### config.mk
export PLATFORM = sky130hd
export DESIGN_NAME = shared_reg_arbiter
export DESIGN_NICKNAME = d
export VERILOG_FILES = /design/src/rtl/shared_reg_arb_pkg.sv /design/src/rtl/shared_reg_arbiter_rr_pick.sv /design/src/rtl/shared_reg_arbiter.sv
export SDC_FILE = /design/constraint.sdc
export NUM_CORES = 1
export LEC_CHECK = 0
export CORE_UTILIZATION = 44
export DETAILED_ROUTE_END_ITERATION = 7
export PLACE_DENSITY = 0.82
export SYNTH_ARGS = -nofsm -noshare
export SYNTH_HDL_FRONTEND = slang
export SYNTH_SLANG_ARGS = --single-unit
### constraint.sdc
create_clock -name clk -period 4.7 [get_ports clk]
set_clock_uncertainty 0.1 [all_clocks]
set_input_delay 0.47 -clock clk [delete_from_list [all_inputs] [get_ports clk]]
set_output_delay 0.47 -clock clk [all_outputs]
set_load 0.05 [all_outputs]
### src/rtl/shared_reg_arb_pkg.sv
// rtl/shared_reg_arb_pkg.sv - state type and width helpers for shared_reg_arbiter
package shared_reg_arb_pkg;

    typedef enum logic [1:0] {
        IDLE  = 2'd0,
        GRANT = 2'd1,
        HOLD  = 2'd2
    } state_t;

    // Width of a requester index (at least one bit).
    function automatic int idx_width(input int nreq);
        return (nreq > 1) ? $clog2(nreq) : 1;
    endfunction

    // Width of the hold counter, which counts down from HOLD-1 to 0.
    function automatic int cnt_width(input int hold);
        return (hold > 1) ? $clog2(hold) : 1;
    endfunction

endpackage

### src/rtl/shared_reg_arbiter_rr_pick.sv
// rtl/shared_reg_arbiter_rr_pick.sv - combinational round-robin picker starting at rr_ptr
module rr_pick #(
    parameter int NREQ = 4,
    parameter int IW   = 2
) (
    input  logic [NREQ-1:0] req,
    input  logic [IW-1:0]   rr_ptr,
    output logic [IW-1:0]   winner,
    output logic            any
);

    // Scan offsets from farthest to nearest so the first requester at or after rr_ptr wins.
    always_comb begin
        logic [IW-1:0] w_idx;
        winner = '0;
        any    = |req;
        w_idx  = '0;
        for (int k = NREQ - 1; k >= 0; k--) begin
            w_idx = IW'((int'(rr_ptr) + k) % NREQ);
            if (req[w_idx]) begin
                winner = w_idx;
            end
        end
    end

endmodule

### src/rtl/shared_reg_arbiter.sv
// rtl/shared_reg_arbiter.sv - round-robin arbiter for one shared capture register; optional SHARED_REG_ARB_LOCK_EN
module shared_reg_arbiter #(
    parameter int NREQ = 4,
    parameter int DW   = 3,
    parameter int HOLD = 2
) (
    input  logic              clk,
    input  logic              rst_n,
    input  logic [NREQ-1:0]   req,
    input  logic [NREQ*DW-1:0] data,
`ifdef SHARED_REG_ARB_LOCK_EN
    input  logic              lock,
`endif
    output logic [NREQ-1:0]   ack,
    output logic [DW-1:0]     z,
    output logic              upd,
    output logic [DW:0]       res,
    output logic              busy
);
    import shared_reg_arb_pkg::*;

    localparam int IW = idx_width(NREQ);
    localparam int CW = cnt_width(HOLD);
    localparam logic [CW-1:0] HOLD_INIT = CW'((HOLD > 0) ? HOLD - 1 : 0);

    state_t          r_state;
    state_t          w_next_state;
    logic [IW-1:0]   r_gnt_idx;
    logic [IW-1:0]   r_rr_ptr;
    logic [CW-1:0]   r_hold_cnt;
    logic [DW-1:0]   r_z;
    logic            r_upd;
    logic            r_locked;

    logic [IW-1:0]   w_winner;
    logic            w_any;
    logic            w_capture;
    logic            w_lock;
    logic [IW-1:0]   w_next_ptr;
    logic [DW-1:0]   w_words [NREQ];
    logic [NREQ-1:0] w_ack;

`ifdef SHARED_REG_ARB_LOCK_EN
    assign w_lock = lock;
`else
    assign w_lock = 1'b0;
`endif

    rr_pick #(
        .NREQ (NREQ),
        .IW   (IW)
    ) u_rr_pick (
        .req    (req),
        .rr_ptr (r_rr_ptr),
        .winner (w_winner),
        .any    (w_any)
    );

    // Unpack the flat data bus into one word per requester.
    always_comb begin
        for (int i = 0; i < NREQ; i++) begin
            w_words[i] = data[i*DW +: DW];
        end
    end

    // A capture happens only if the granted requester is still asking in the GRANT cycle.
    assign w_capture  = (r_state == GRANT) && req[r_gnt_idx];
    assign w_next_ptr = (r_gnt_idx == IW'(NREQ - 1)) ? '0 : r_gnt_idx + IW'(1);

    // Ack index comes from registers only; req merely gates the granted bit.
    always_comb begin
        w_ack = '0;
        if (r_state == GRANT) begin
            w_ack[r_gnt_idx] = req[r_gnt_idx];
        end
    end

    // FSM state register.
    always_ff @(posedge clk or negedge rst_n) begin
        if (!rst_n) begin
            r_state <= IDLE;
        end else begin
            r_state <= w_next_state;
        end
    end

    // Next-state decode: arbitrate, grant, then hold (or re-grant when locked).
    always_comb begin
        w_next_state = r_state;
        case (r_state)
            IDLE: begin
                if (w_any) begin
                    w_next_state = GRANT;
                end
            end
            GRANT: begin
                if (!w_capture) begin
                    w_next_state = IDLE;
                end else if (HOLD > 0) begin
                    w_next_state = shared_reg_arb_pkg::HOLD;
                end else if (w_lock) begin
                    w_next_state = GRANT;
                end else begin
                    w_next_state = IDLE;
                end
            end
            shared_reg_arb_pkg::HOLD: begin
                if (r_hold_cnt == '0) begin
                    w_next_state = r_locked ? GRANT : IDLE;
                end
            end
            default: w_next_state = IDLE;
        endcase
    end

    // Grant index, pointer, hold counter, shared register and update pulse.
    always_ff @(posedge clk or negedge rst_n) begin
        if (!rst_n) begin
            r_gnt_idx  <= '0;
            r_rr_ptr   <= '0;
            r_hold_cnt <= '0;
            r_z        <= '0;
            r_upd      <= 1'b0;
            r_locked   <= 1'b0;
        end else begin
            r_upd <= 1'b0;
            if (r_state == IDLE && w_any) begin
                r_gnt_idx <= w_winner;
            end
            if (w_capture) begin
                r_z        <= w_words[r_gnt_idx];
                r_upd      <= 1'b1;
                r_hold_cnt <= HOLD_INIT;
                r_locked   <= w_lock;
                if (!w_lock) begin
                    r_rr_ptr <= w_next_ptr;
                end
            end else if (r_state == shared_reg_arb_pkg::HOLD && r_hold_cnt != '0) begin
                r_hold_cnt <= r_hold_cnt - CW'(1);
            end
        end
    end

    assign ack  = w_ack;
    assign z    = r_z;
    assign upd  = r_upd;
    assign res  = {r_upd, r_z};
    assign busy = (r_state != IDLE);

endmodule
Yosys cells after proc, flatten, opt, wreduce, memory -nomap -nowiden. Cells that the tools add are included. W data, S select, Z words.

Output and inout port bits: 13. Logic and storage cells: 62. Bits in registers: 11.

Reductions and logical operators: 9. Order comparisons: 7. Mux-type cells: 28. Bitwise gates (word level): 2. $add $sub $neg: 5. Equal/unequal tests: 5.

Operator list (count): $mux W2 (8); $lt A2 B3 Y1 const B (5); $bmux W1 S2 (5); $mux W1 (9); $bmux W3 S2 (1); $mux W3 (2); $pmux W2 S3 (1); $add A2 B1 Y2 const B (2); $add A2 B2 Y2 const B (2); $and A4 B4 Y4 (1); $eq A2 B2 Y1 const B (2); $logic_and A1 B1 Y1 (4); $mux W4 (1); $ne A2 B2 Y1 const B (2); $reduce_bool A2 Y1 (2); $reduce_or A4 Y1 (1); $ge A3 B3 Y1 const B (1); $not A2 Y3 (1); $demux W1 S2 (1); $eq A2 B1 Y1 const B (1); $ge A2 B1 Y1 const B (1); $logic_not A2 Y1 (1); $reduce_and A2 Y1 (1); $sub A1 B1 Y1 const B (1).

Depth between registers and ports, before layout.
Word-level depth: 7. Depth in mapped cells: 5. Depth with buffers taken out: 3.

Hierarchy. From an unflattened synthesis, not the netlist that was laid out.

Cell total of the unflattened synthesis: 63. Area total of the unflattened synthesis: 754.5 µm².

By module, submodules not included: shared_reg_arbiter (cells each 50, seq. area each 275.3 µm², area each 676.9 µm², times used 1); rr_pick (cells each 13, seq. area each 0.0 µm², area each 77.6 µm², times used 1).

Least setup slack after synthesis. Ideal clock, no wire load.

Path type: flip-flop to output port. From: register r_gnt_idx[1]. To: output ack[0]. Stages on the path, launching flop included: 5. Arrival: 1.469 ns. Setup slack: 2.661 ns. Buffers on the path: 1. Path through: dfrtp_1 > or3b_1 > o22ai_2 > buf_6 > and2_2.

Cells in the longest elaborated chain, start to end: 6. Elaborated cells between the ends (all ways): 9.

RTL lines: from (decl) (RTL line shared_reg_arbiter.sv:28) `logic [IW-1:0] r_gnt_idx;`; from (signal assigned) (RTL line shared_reg_arbiter.sv:128) `r_gnt_idx <= w_winner;`; $lt A2 B3 Y1 (implied by the code) / $ge A2 B1 Y1 (equally long branches) (RTL line shared_reg_arbiter.sv:74) `w_ack[r_gnt_idx] = req[r_gnt_idx];`; $logic_and A1 B1 Y1 (implied by the code) (RTL line shared_reg_arbiter.sv:74); $mux W1 (implied by the code) (RTL line shared_reg_arbiter.sv:74); $demux W1 S2 (RTL line shared_reg_arbiter.sv:74); $and A4 B4 Y4 (no line) *; $mux W4 * (RTL line shared_reg_arbiter.sv:73) `if (r_state == GRANT) begin`; to (decl) (RTL line shared_reg_arbiter.sv:14) `output logic [NREQ-1:0] ack,`.

Mark *: on every way between the ends. The rest lies on a longest branch, timed or not. The select of a mux whose other input is x is not followed.

Worst setup path after layout.
From: register r_gnt_idx[1]. To: output ack[3].

Same word-level chain as after synthesis.

==> results.cfg <==
[timing]
maxSlewHeadroom_pct = 62.7
grt_setup_unrepaired = false
fin_tns_setup_ps = 0
period_minus_slack_ps = 3260
whs_ps = 389
setup_viol = 0
fin_crit_sh_pct = 69.3
max_freq_mhz = 307
hold_viol = 0
slew_violations = 0
max_slew.worst_pin.slew_ps = 559

[logic_synthesis]
syn_inst = 63
syn_avg_cell_area_um2 = 11.8
ys_types = 26
yosysWarnings = 0
ys_async_sr_fraction_pct = 100
synth_nets = 85
syn_area_um2 = 746
synth-main-ff-cell = dfrtp_1
synth_edf_count = 0
ys_seq_elements = 11
ys_seq_area_share_pct = 36.9

[global_routing]
grt_max_degree = 13
antenna_found_initial = 0
overflow = 0
grt_usage_pct = 18.1
grt_pass1_wl_um = 2420
grt_pass1_vias = 559

[layout]
nets = 114
area_delta_synth_final_pct = 40.1
final_cell_mix = clkdlybuf4s50_1, dfrtp_1, inv_1
drive_gt1_share_pct = 18.7
seqCellArea_um2 = 275
multiInputGateArea_um2 = 403
insertedDiodeCount = 0
nFillCells = 129
mostFrequentLayoutCell = clkdlybuf4s50_1

[clock_tree]
cts_tree = yes
clk_pin_slew_ps = 70
h-tree-depth = 1
cts_hold_buf = 0
cts_root_buffer = clkbuf_4
numClockSinks = 11
cts_buffers = 3
cts_buffer_depth = 2
cts_resized = 0
insertion_delay_ps = 260
post-cts-setup-buffers = 0

[status]
status = completed

[drt]
wl_per_cell_um = 13.2
viasPerCell = 5.53
ant_nets = 0
drt_iter0_drc = 9
drc = 0
routed_wirelength_um = 1410
dr.pass1.iters = 4
vias = 592

[setup_path]
path_max_fanout = 12
crit_arrival_ps = 2690
path_class = flip-flop to primary output
worst_path_dominant_cell_family = buffers and inverters
end_kind = primary output
slowest_delay_ps = 790
crit_chain = or3b_1, o22ai_2, and2_2, clkdlybuf4s50_1
required_ps = 4130
start_kind = flip-flop
path_buf_inv = 1
slowest_stage = clkdlybuf4s50_1

[power_and_ir_drop]
ir_drop_mv = 0.408
power.leakage_nw = 0.455
pwr_density_cell_nw_per_um2 = 698

[place]
gp_congestion = 0.737
portBuffers = 30
dp_hpwl_um = 1120

[floorplanning]
rows = 14
die_h_um = 43.2
start_util_pct = 48.4
die-area_um2 = 1860
fp.dieW_um = 43.2
core_um2 = 1540
ioPinCount = 31

[hold_path]
min_path_type = flip-flop to flip-flop

[run]
drv_cap = 0
## final cells by class
type	instances	area share, %
sequential	11	26.3
clock buffer	3	2.16
multi-input combinational	41	38.6
clock inverter	1	0.479
tap	16	1.92
timing repair buffer	30	28.7
inverter	5	1.80
## synth_stat cells, types with 2 or more instances
library cell,instances,area (µm²)
mux2_4,3,45.0
o21ai_0,2,10.0
ha_1,4,50.1
mux4_1,3,78.8
nand2b_1,3,18.8
or2_2,2,12.5
buf_4,5,37.5
inv_1,5,18.8
dfrtp_1,11,275
mux2i_1,3,30.0
mux2_2,2,22.5
o31ai_1,2,15.0
a21oi_1,2,10.0
and2_2,4,30.0
## where the power goes
group,switching (mW),internal [mW]
sequential,0.0575,0.142
clock,0.0313,0.0314
combinational,0.260,0.207
## per-stage QoR
step                      utilization [%]  cell area, µm²  setup WS (ps)  power [mW]  std cells
after global routing                 67.8            1040           1320       0.771        107
after global placement               66.0            1020           1490       0.661        103
final                                67.8            1040           1440       0.730        107
after floorplan                         -             746           2660       0.564         63
after CTS                            67.8            1040           1430       0.738        107
after detailed placement             66.0            1020           1460       0.670        103
## cells by family (layout without fill, tap and decap cells)
kind of cell | Yosys count | after routing | synth area share, %
and+or+nand+nor | 15 | 15 | 13.1
AOI/OAI and AO/OA | 11 | 11 | 10.6
muxes | 11 | 11 | 23.7
DFF | 11 | 11 | 36.9
buffers and inverters | 11 | 39 | 9.06
adders and majority gates | 4 | 4 | 6.71
## worst register-to-register path: stages, from the launching register on
cell and delay [ps]:
dfrtp_1 490, or3b_1 410, o22ai_2 480, mux2_2 400
## worst paths after layout
| check | start | endpoint | slack, ps | cells past startpoint |
|---|---|---|---|---|
| max | r_gnt_idx[1] | ack[3] | 1440 | 4 |
| min | r_hold_cnt | r_hold_cnt | 390 | 1 |
| max reg2reg | r_gnt_idx[1] | r_rr_ptr[0] | 2710 | 3 |
| min reg2reg | r_hold_cnt | r_hold_cnt | 390 | 1 |
| max in group asynchronous | rst_n | z[0] | 3730 | 1 |
| min in group asynchronous | rst_n | upd | 440 | 1 |
## per-layer routing
layer / vias to the layer above / track usage (%) / routed length, µm
met5: - / 0 / 0
met4: 0 / 9.09 / 13
li1: 282 / - / -
met1: 284 / 20.9 / 588
met2: 24 / 30.7 / 743
met3: 2 / 4.26 / 68
## registers in the layout (all words and copies together), names as in the netlist
signal	flops
z	3
r_gnt_idx	2
r_rr_ptr	2
r_state	2
r_hold_cnt	1
upd	1
(Power assumes the default switching activity.)
